<file path="src/rtl/pcm_stereo_fifo_if.sv">
// pcm_stereo_fifo_if: stereo pcm capture, drain handshake and overflow status bundle
interface pcm_stereo_fifo_if #(
  parameter int NUMBER_OF_BITS = 8,
  parameter int DEPTH = 16
);
  localparam int ADDR_BITS = $clog2(DEPTH);
  logic in_valid;
  logic [NUMBER_OF_BITS-1:0] in_left;
  logic [NUMBER_OF_BITS-1:0] in_right;
  logic out_valid;
  logic out_ready;
  logic [NUMBER_OF_BITS-1:0] out_left;
  logic [NUMBER_OF_BITS-1:0] out_right;
  logic [ADDR_BITS:0] level;
  logic flush;
  logic clear_ovf;
  logic overflow;
  logic [7:0] drop_count;
  modport master (
    output in_valid, in_left, in_right, out_ready, flush, clear_ovf,
    input out_valid, out_left, out_right, level, overflow, drop_count
  );
  modport slave (
    input in_valid, in_left, in_right, out_ready, flush, clear_ovf,
    output out_valid, out_left, out_right, level, overflow, drop_count
  );
endinterface

</file>
<file path="src/rtl/pcm_stereo_fifo.sv">
// pcm_stereo_fifo: stereo pcm sample fifo with sticky overflow and saturating drop counter
module pcm_stereo_fifo #(
  parameter int NUMBER_OF_BITS = 8,
  parameter int DEPTH = 16
) (
  input logic clk,
  input logic reset,
  pcm_stereo_fifo_if.slave bus
);
  localparam int ADDR_BITS = $clog2(DEPTH);
  localparam int W = 2 * NUMBER_OF_BITS;
  logic [W-1:0] mem [DEPTH];
  logic [ADDR_BITS-1:0] wr_ptr;
  logic [ADDR_BITS-1:0] rd_ptr;
  logic [ADDR_BITS:0] count;
  logic [W-1:0] head;
  logic out_valid;
  logic push;
  logic pop;
  logic drop;
  logic overflow;
  logic [7:0] drop_count;
  always_comb begin
    out_valid = count != '0;
    pop = out_valid & bus.out_ready;
    push = bus.in_valid & ((count < (ADDR_BITS+1)'(DEPTH)) | pop);
    drop = bus.in_valid & ~push & ~bus.flush;
    head = out_valid ? mem[rd_ptr] : '0;
  end
  assign bus.out_valid = out_valid;
  assign bus.out_left = head[W-1:NUMBER_OF_BITS];
  assign bus.out_right = head[NUMBER_OF_BITS-1:0];
  assign bus.level = count;
  assign bus.overflow = overflow;
  assign bus.drop_count = drop_count;
  always_ff @(posedge clk)
    if (push & ~bus.flush & ~reset) mem[wr_ptr] <= {bus.in_left, bus.in_right};
  always_ff @(posedge clk) begin
    if (reset | bus.flush) begin
      wr_ptr <= '0;
      rd_ptr <= '0;
      count <= '0;
    end else begin
      wr_ptr <= push ? wr_ptr + ADDR_BITS'(1) : wr_ptr;
      rd_ptr <= pop ? rd_ptr + ADDR_BITS'(1) : rd_ptr;
      count <= count + (ADDR_BITS+1)'(push) - (ADDR_BITS+1)'(pop);
    end
  end
  always_ff @(posedge clk) begin
    if (reset) begin
      overflow <= 1'b0;
      drop_count <= '0;
    end else if (drop) begin
      overflow <= 1'b1;
      drop_count <= bus.clear_ovf ? 8'd1 : drop_count + {7'd0, drop_count != 8'hFF};
    end else if (bus.clear_ovf) begin
      overflow <= 1'b0;
      drop_count <= '0;
    end
  end
endmodule

</file>
<file path="src/flat_wrapper.sv">
// flat-port wrapper written by rule: the top's interface ports become plain ports
module pcm_stereo_fifo_flat 
#(
  parameter int NUMBER_OF_BITS = 8,
  parameter int DEPTH = 16
)
  (clk, reset, bus_in_valid, bus_in_left, bus_in_right, bus_out_ready, bus_flush, bus_clear_ovf, bus_out_valid, bus_out_left, bus_out_right, bus_level, bus_overflow, bus_drop_count);
  pcm_stereo_fifo_if #(.NUMBER_OF_BITS(NUMBER_OF_BITS), .DEPTH(DEPTH)) bus_i ();
  input logic clk;
  input logic reset;
  input wire logic [$bits(bus_i.in_valid)-1:0] bus_in_valid;
  input wire logic [$bits(bus_i.in_left)-1:0] bus_in_left;
  input wire logic [$bits(bus_i.in_right)-1:0] bus_in_right;
  input wire logic [$bits(bus_i.out_ready)-1:0] bus_out_ready;
  input wire logic [$bits(bus_i.flush)-1:0] bus_flush;
  input wire logic [$bits(bus_i.clear_ovf)-1:0] bus_clear_ovf;
  output wire logic [$bits(bus_i.out_valid)-1:0] bus_out_valid;
  output wire logic [$bits(bus_i.out_left)-1:0] bus_out_left;
  output wire logic [$bits(bus_i.out_right)-1:0] bus_out_right;
  output wire logic [$bits(bus_i.level)-1:0] bus_level;
  output wire logic [$bits(bus_i.overflow)-1:0] bus_overflow;
  output wire logic [$bits(bus_i.drop_count)-1:0] bus_drop_count;
  assign bus_i.in_valid = bus_in_valid;
  assign bus_i.in_left = bus_in_left;
  assign bus_i.in_right = bus_in_right;
  assign bus_i.out_ready = bus_out_ready;
  assign bus_i.flush = bus_flush;
  assign bus_i.clear_ovf = bus_clear_ovf;
  assign bus_out_valid = bus_i.out_valid;
  assign bus_out_left = bus_i.out_left;
  assign bus_out_right = bus_i.out_right;
  assign bus_level = bus_i.level;
  assign bus_overflow = bus_i.overflow;
  assign bus_drop_count = bus_i.drop_count;
  pcm_stereo_fifo #(.NUMBER_OF_BITS(NUMBER_OF_BITS), .DEPTH(DEPTH)) u_core (.clk(clk), .reset(reset), .bus(bus_i));
endmodule
</file>
<file path="config.mk">
export PLATFORM = sky130hd
export DESIGN_NAME = pcm_stereo_fifo_flat
export DESIGN_NICKNAME = d
export VERILOG_FILES = /design/src/rtl/pcm_stereo_fifo_if.sv /design/src/rtl/pcm_stereo_fifo.sv /design/src/flat_wrapper.sv
export SDC_FILE = /design/constraint.sdc
export NUM_CORES = 1
export LEC_CHECK = 0
export ABC_AREA = 0
export CORE_AREA = 2 2 148 178
export CTS_BUF_LIST = sky130_fd_sc_hd__clkbuf_2 sky130_fd_sc_hd__clkbuf_4 sky130_fd_sc_hd__clkbuf_8
export DETAILED_ROUTE_END_ITERATION = 12
export DIE_AREA = 0 0 150 180
export PLACE_DENSITY = 0.64
export RECOVER_POWER = 100
export SLEW_MARGIN = 0
export SYNTH_ARGS = -nofsm -noshare
export SYNTH_HDL_FRONTEND = slang
export SYNTH_SLANG_ARGS = --single-unit
</file>
<file path="constraint.sdc">
create_clock -name clk -period 4.8 [get_ports clk]
set_input_delay 0.48 -clock clk [delete_from_list [all_inputs] [get_ports clk]]
set_output_delay 0.48 -clock clk [all_outputs]
set_load 0.02 [all_outputs]
</file>
# After elaboration in Yosys (flattened, before gate mapping)
# Memory sizes are Yosys's and may differ from the RTL's. A register that Yosys moved wholly into a read port is not among the register bits.
# Cells that the tools add are included.
# totals
regBits,22
ram_bits,256
inputBits,22
elab_cells,36
n_memories,1
# mem_list
memory,words,width,rd,rd_ports_with_merged_regs,wr,line_no,text
u_core.mem,16,16,1,1,1,pcm_stereo_fifo.sv:12,logic [W-1:0] mem [DEPTH];
# op_classes
add_sub_neg,5
n_lt_le_gt_ge,1
eq_ne,1
muxes,10
n_bitwise,11
n_reduce_logical,2
# op_table
cell,count
8-bit two-way mux,3
16-bit two-way mux,1
"4-bit by 1-bit adder with 4-bit output, second input constant",2
8-bit by 1-bit adder with 8-bit output,1
4-bit two-way mux,2
"8-bit inequality test, second input constant",1
1-bit AND,6
5-bit by 1-bit adder with 5-bit output,1
"5-bit less-than comparator, second input constant",1
5-bit nonzero test,1
5-bit by 1-bit subtractor with 5-bit output,1
1-bit two-way mux,4
1-bit inverter,3
1-bit OR,2
2-bit nonzero test,1

# Depth between registers and ports, before layout
# depth
depth_word,8
ltp_mapped,13

# Worst setup path after synthesis
# No wires, ideal clock.
# synth_path
path_kind,register -> register
startpoint,reg u_core.count[2] (netlist: u_core.bus.level[2])
endpoint,reg u_core.count[4] (netlist: u_core.bus.level[4])
arrival_time_ps,2320
required_time_ps,4674
path_slack_ps,2353
stages_incl_launch_ff,14
path_buffers,1
synth_period_minus_slack_ps,2447
path_cell_list,dfxtp_1 inv_1 ha_1 or4b_1 buf_6 nand3_1 o21ai_0 ha_1 inv_1 fa_1 nand2b_1 a21oi_1 o21ai_0 nor3b_1
# synth_via
elab_chain_len,6
word_cells_on_any_way,7
# synth_lines
item,line_no,text
from (decl),pcm_stereo_fifo.sv:15,logic [ADDR_BITS:0] count;
from (signal assigned),pcm_stereo_fifo.sv:46,count <= count + (ADDR_BITS+1)'(push) - (ADDR_BITS+1)'(pop);
5-bit nonzero test *,pcm_stereo_fifo.sv:24,out_valid = count != '0;
named net bus_out_valid,flat_wrapper.sv:17,output wire logic [$bits(bus_i.out_valid)-1:0] bus_out_valid;
1-bit AND *,pcm_stereo_fifo.sv:25,pop = out_valid & bus.out_ready;
1-bit OR,pcm_stereo_fifo.sv:26,push = bus.in_valid & ((count < (ADDR_BITS+1)'(DEPTH)) | pop);
1-bit AND,pcm_stereo_fifo.sv:26,
5-bit by 1-bit adder with 5-bit output,pcm_stereo_fifo.sv:46,
5-bit by 1-bit subtractor with 5-bit output *,pcm_stereo_fifo.sv:46,
# Mark *: on every way through the listed nets, which the timed path passes. The rest lies on a longest branch.
# A chain may end at the register's enable or synchronous reset.

==> results by group <==
Drt
  – Number of remaining DRC errors: 0
  – Detail-routed via count per cell: 5.54
  – DR vias: 5821
  – Final wirelength: 24000 um
  – Number of violations reported at the end of detailed-routing iteration 0: 410
  – Avg WL per Cell: 22.8 um
  – Final ANT Viol Nets: 0
  – Number of optimization iterations in the first detailed-route pass: 4

Global routing
  – Total Routing Usage GR: 18.1%
  – Overflow left after global routing: 0
  – Number of antenna violations at the first check in global routing: 1
  – Number of global-route vias before repair: 6307
  – Wire length of the first global-routing pass: 36200 um
  – Maximum number of pins on one net before global-route repair: 44

STA
  – Maximum frequency from static timing analysis: 0.247 GHz
  – Slew of the pin with the lowest slew margin: 1750 ps
  – Max-slew violation count: 137
  – Setup violation total in the final timing report: 0
  – WHS: 515 ps
  – Worst slew margin: -17.0%
  – Share of the clock period used by the worst path: 84.5%
  – Endpoints failing hold: 0
  – Setup Total Neg Slack: 0 ps
  – Setup Skew: 19.2 ps
  – Unrepaired setup endpoints after global routing: false
  – Shortest clock period the worst path allows after layout: 4050 ps

Setup path
  – Levels on crit path: 5
  – Chain of cells forming the critical path: clkbuf_2 -> mux4_2 -> a22oi_2 -> o211ai_1 -> dlygate4sd3_1
  – Cell with the largest stage delay on the worst path: dfxtp_4
  – Endpoint arrival time on the critical path: 3570 ps
  – Number of cells on the worst reg-to-reg path: 4
  – Buffers & Inverters on Critical Path: 2
  – Top fanout value on the critical path: 43
  – Launching element type of the critical path: flip-flop
  – Capturing element type of the critical path: output port
  – Data required time of the critical path: 4320 ps
  – Kind of cell with the highest combined delay on the critical path: buffers and inverters
  – Slowest cell delay on critical path: 910 ps
  – Crit Path Class: reg2out

Flow run
  – Number of maximum-capacitance constraint violations: 9

Status
  – Violations in the final reports: capacitance limit, slew limit
  – Result of the run: finished, violations left

Clock network
  – # resized after CTS: 0
  – Buffer type at the clock tree root: clkbuf_8
  – Hold buffer count at CTS: 0
  – Post-CTS setup buffer count: 0
  – CTS max path bufs: 3
  – Num CTS Buffers: 44
  – Number of levels the H-tree was split into: 2
  – Latest clock arrival within the worst-skew pair: 550 ps
  – CTS sink count: 282
  – Clock tree from TritonCTS: yes
  – Register clock-pin slew on the reported worst setup and hold paths: 70 ps

Floorplanning
  – Die Width: 150 um
  – # IOs: 53
  – Chip height: 180 um
  – Effective utilization at floorplan: 44.3%
  – Row count: 64
  – Core Area: 25300 um^2
  – Die Area: 27000 um^2

Synth
  – Number of warnings reported in the yosys synthesis log: 0
  – Average instance area after synthesis: 18.5 um^2
  – Post-synthesis cell area: 11200 um^2
  – Area contributors post-synth: edfxtp_1 (69%), mux4_2 (9.8%), dfxtp_1 (4.6%)
  – Synth area leader: edfxtp_1
  – Synthesized instance count: 605
  – Flop and latch count out of synthesis: 282
  – Sequential-to-total area share from yosys stat: 73.2%
  – Count of cell types in the netlist: 42
  – Share of the synthesized area in the top cell type: 68.5%
  – Post-Synthesis Net Count: 640

Placement
  – Port buffer count: 52
  – Global placement routability congestion: 0.770
  – Post-DP HPWL: 14100 um

Power
  – Power density over the cells: 452 nW/um^2
  – Worst ir drop on vdd: 0.340 mV
  – PnR Total Power: 5.82 mW
  – Leak Pwr: 4.06 nW

Cells and area
  – Number of nets in the layout: 724
  – Layout overhead on the synthesized area: 14.8%
  – Utilization of the core after routing: 50.9%
  – Leading cell types in the layout, fill and taps excluded: edfxtp_1 (256), mux4_2 (49), clkbuf_8 (46)
  – Most common cell after layout, fill and taps aside: edfxtp_1
  – Share of final-layout standard cells stronger than drive strength 1: 20.6%

Min path
  – Number of stages on the worst hold path: 2
  – Worst min path class: reg2reg
[cell usage after synthesis, drive strengths merged]
| library cell | instances |
|---|---|
| edfxtp | 256 |
| mux4 | 49 |
| nor2 | 32 |
| mux2i | 31 |
| a22oi | 30 |
| dfxtp | 26 |
| nand3 | 25 |
| buf | 18 |
| nand2 | 17 |
| inv | 15 |
| o211ai | 15 |
| clkbuf | 13 |
| ha | 12 |
| xor2 | 11 |
| a21oi | 8 |
| and2 | 7 |
| nor3 | 6 |
| and3 | 5 |
| nand4 | 5 |
| xnor2 | 4 |
| or2 | 3 |
| mux2 | 2 |
| nor2b | 2 |
| o21ai | 2 |
| a211oi | 1 |
| a21o | 1 |
| a22o | 1 |
| and3b | 1 |
| and4 | 1 |
| fa | 1 |
| nand2b | 1 |
| nor3b | 1 |
| nor4bb | 1 |
| or2b | 1 |
| or4b | 1 |
[state kept, by name, indices dropped and copies added, names as in the netlist, named ones only]
signal and cells:
u_core.rd_ptr 4, u_core.bus.overflow 1, u_core.bus.level 5, u_core.wr_ptr 4, u_core.bus.drop_count 8, u_core.mem 256
[metrics by stage]
step | cells | setup slack, ps | instance area (um^2)
final | 1051 | 745 | 12900
after CTS | 1050 | 893 | 13000
after global placement | 973 | 1500 | 12100
after detailed placement | 973 | 1440 | 12100
after floorplan | 605 | 2350 | 11200
after global routing | 1051 | 448 | 12900
[tightest hold or removal path: stages, from the launching register on]
cell,delay (ps)
dfxtp_1,330
xor2_1,80
nor2_1,70
[routing by layer]
| layer | part of all wire (%) | track usage (%) | vias to the layer above |
|---|---|---|---|
| met2 | 52 | 30.8 | 178 |
| met4 | 2.1 | 6.45 | 0 |
| met3 | 6.1 | 4.26 | 39 |
| met1 | 40 | 22.4 | 3013 |
| li1 | - | - | 2591 |
| met5 | 0 | 0 | - |
[kinds of logic (layout without fill, tap and decap cells)]
logic type	after synthesis	in the layout	synth area share (%)
XOR/XNOR	15	15	1.17
AND/OR/NAND/NOR	109	109	4.86
AO/OA/AOI/OAI	58	58	4.29
flip-flops	282	282	73.2
buffers and inverters	46	161	2.18
multiplexers	82	82	12.8
other	0	1	0
adder cells (fa/ha/maj)	13	13	1.52
[where the power goes]
part | internal [mW] | total, mW | switching [mW] | leakage [nW]
Sequential | 2.71 | 2.78 | 0.0672 | 2.51
Clock | 0.991 | 1.89 | 0.903 | 0.433
Combinational | 0.524 | 1.15 | 0.628 | 1.11
[cell type report]
class,count,area [um^2]
repair buffers,69,599
multi-input cells,277,2770
clock inverters,18,87.6
inverters,15,56.3
diodes,1,2.50
well taps,330,413
flip-flops and latches,282,8210
fillers,2110,12400
clock buffers,59,731
[worst paths after layout]
path,start,end,slack (ps)
worst max-delay path,flip-flop,bus_out_right[3],750
worst min-delay path,u_core.rd_ptr[3],u_core.rd_ptr[3],510
worst max register to register,u_core.bus.level[4],u_core.mem[7][6],1520
worst min register to register,u_core.rd_ptr[3],u_core.rd_ptr[3],510
Note: power is estimated with default switching activity, not from simulation.
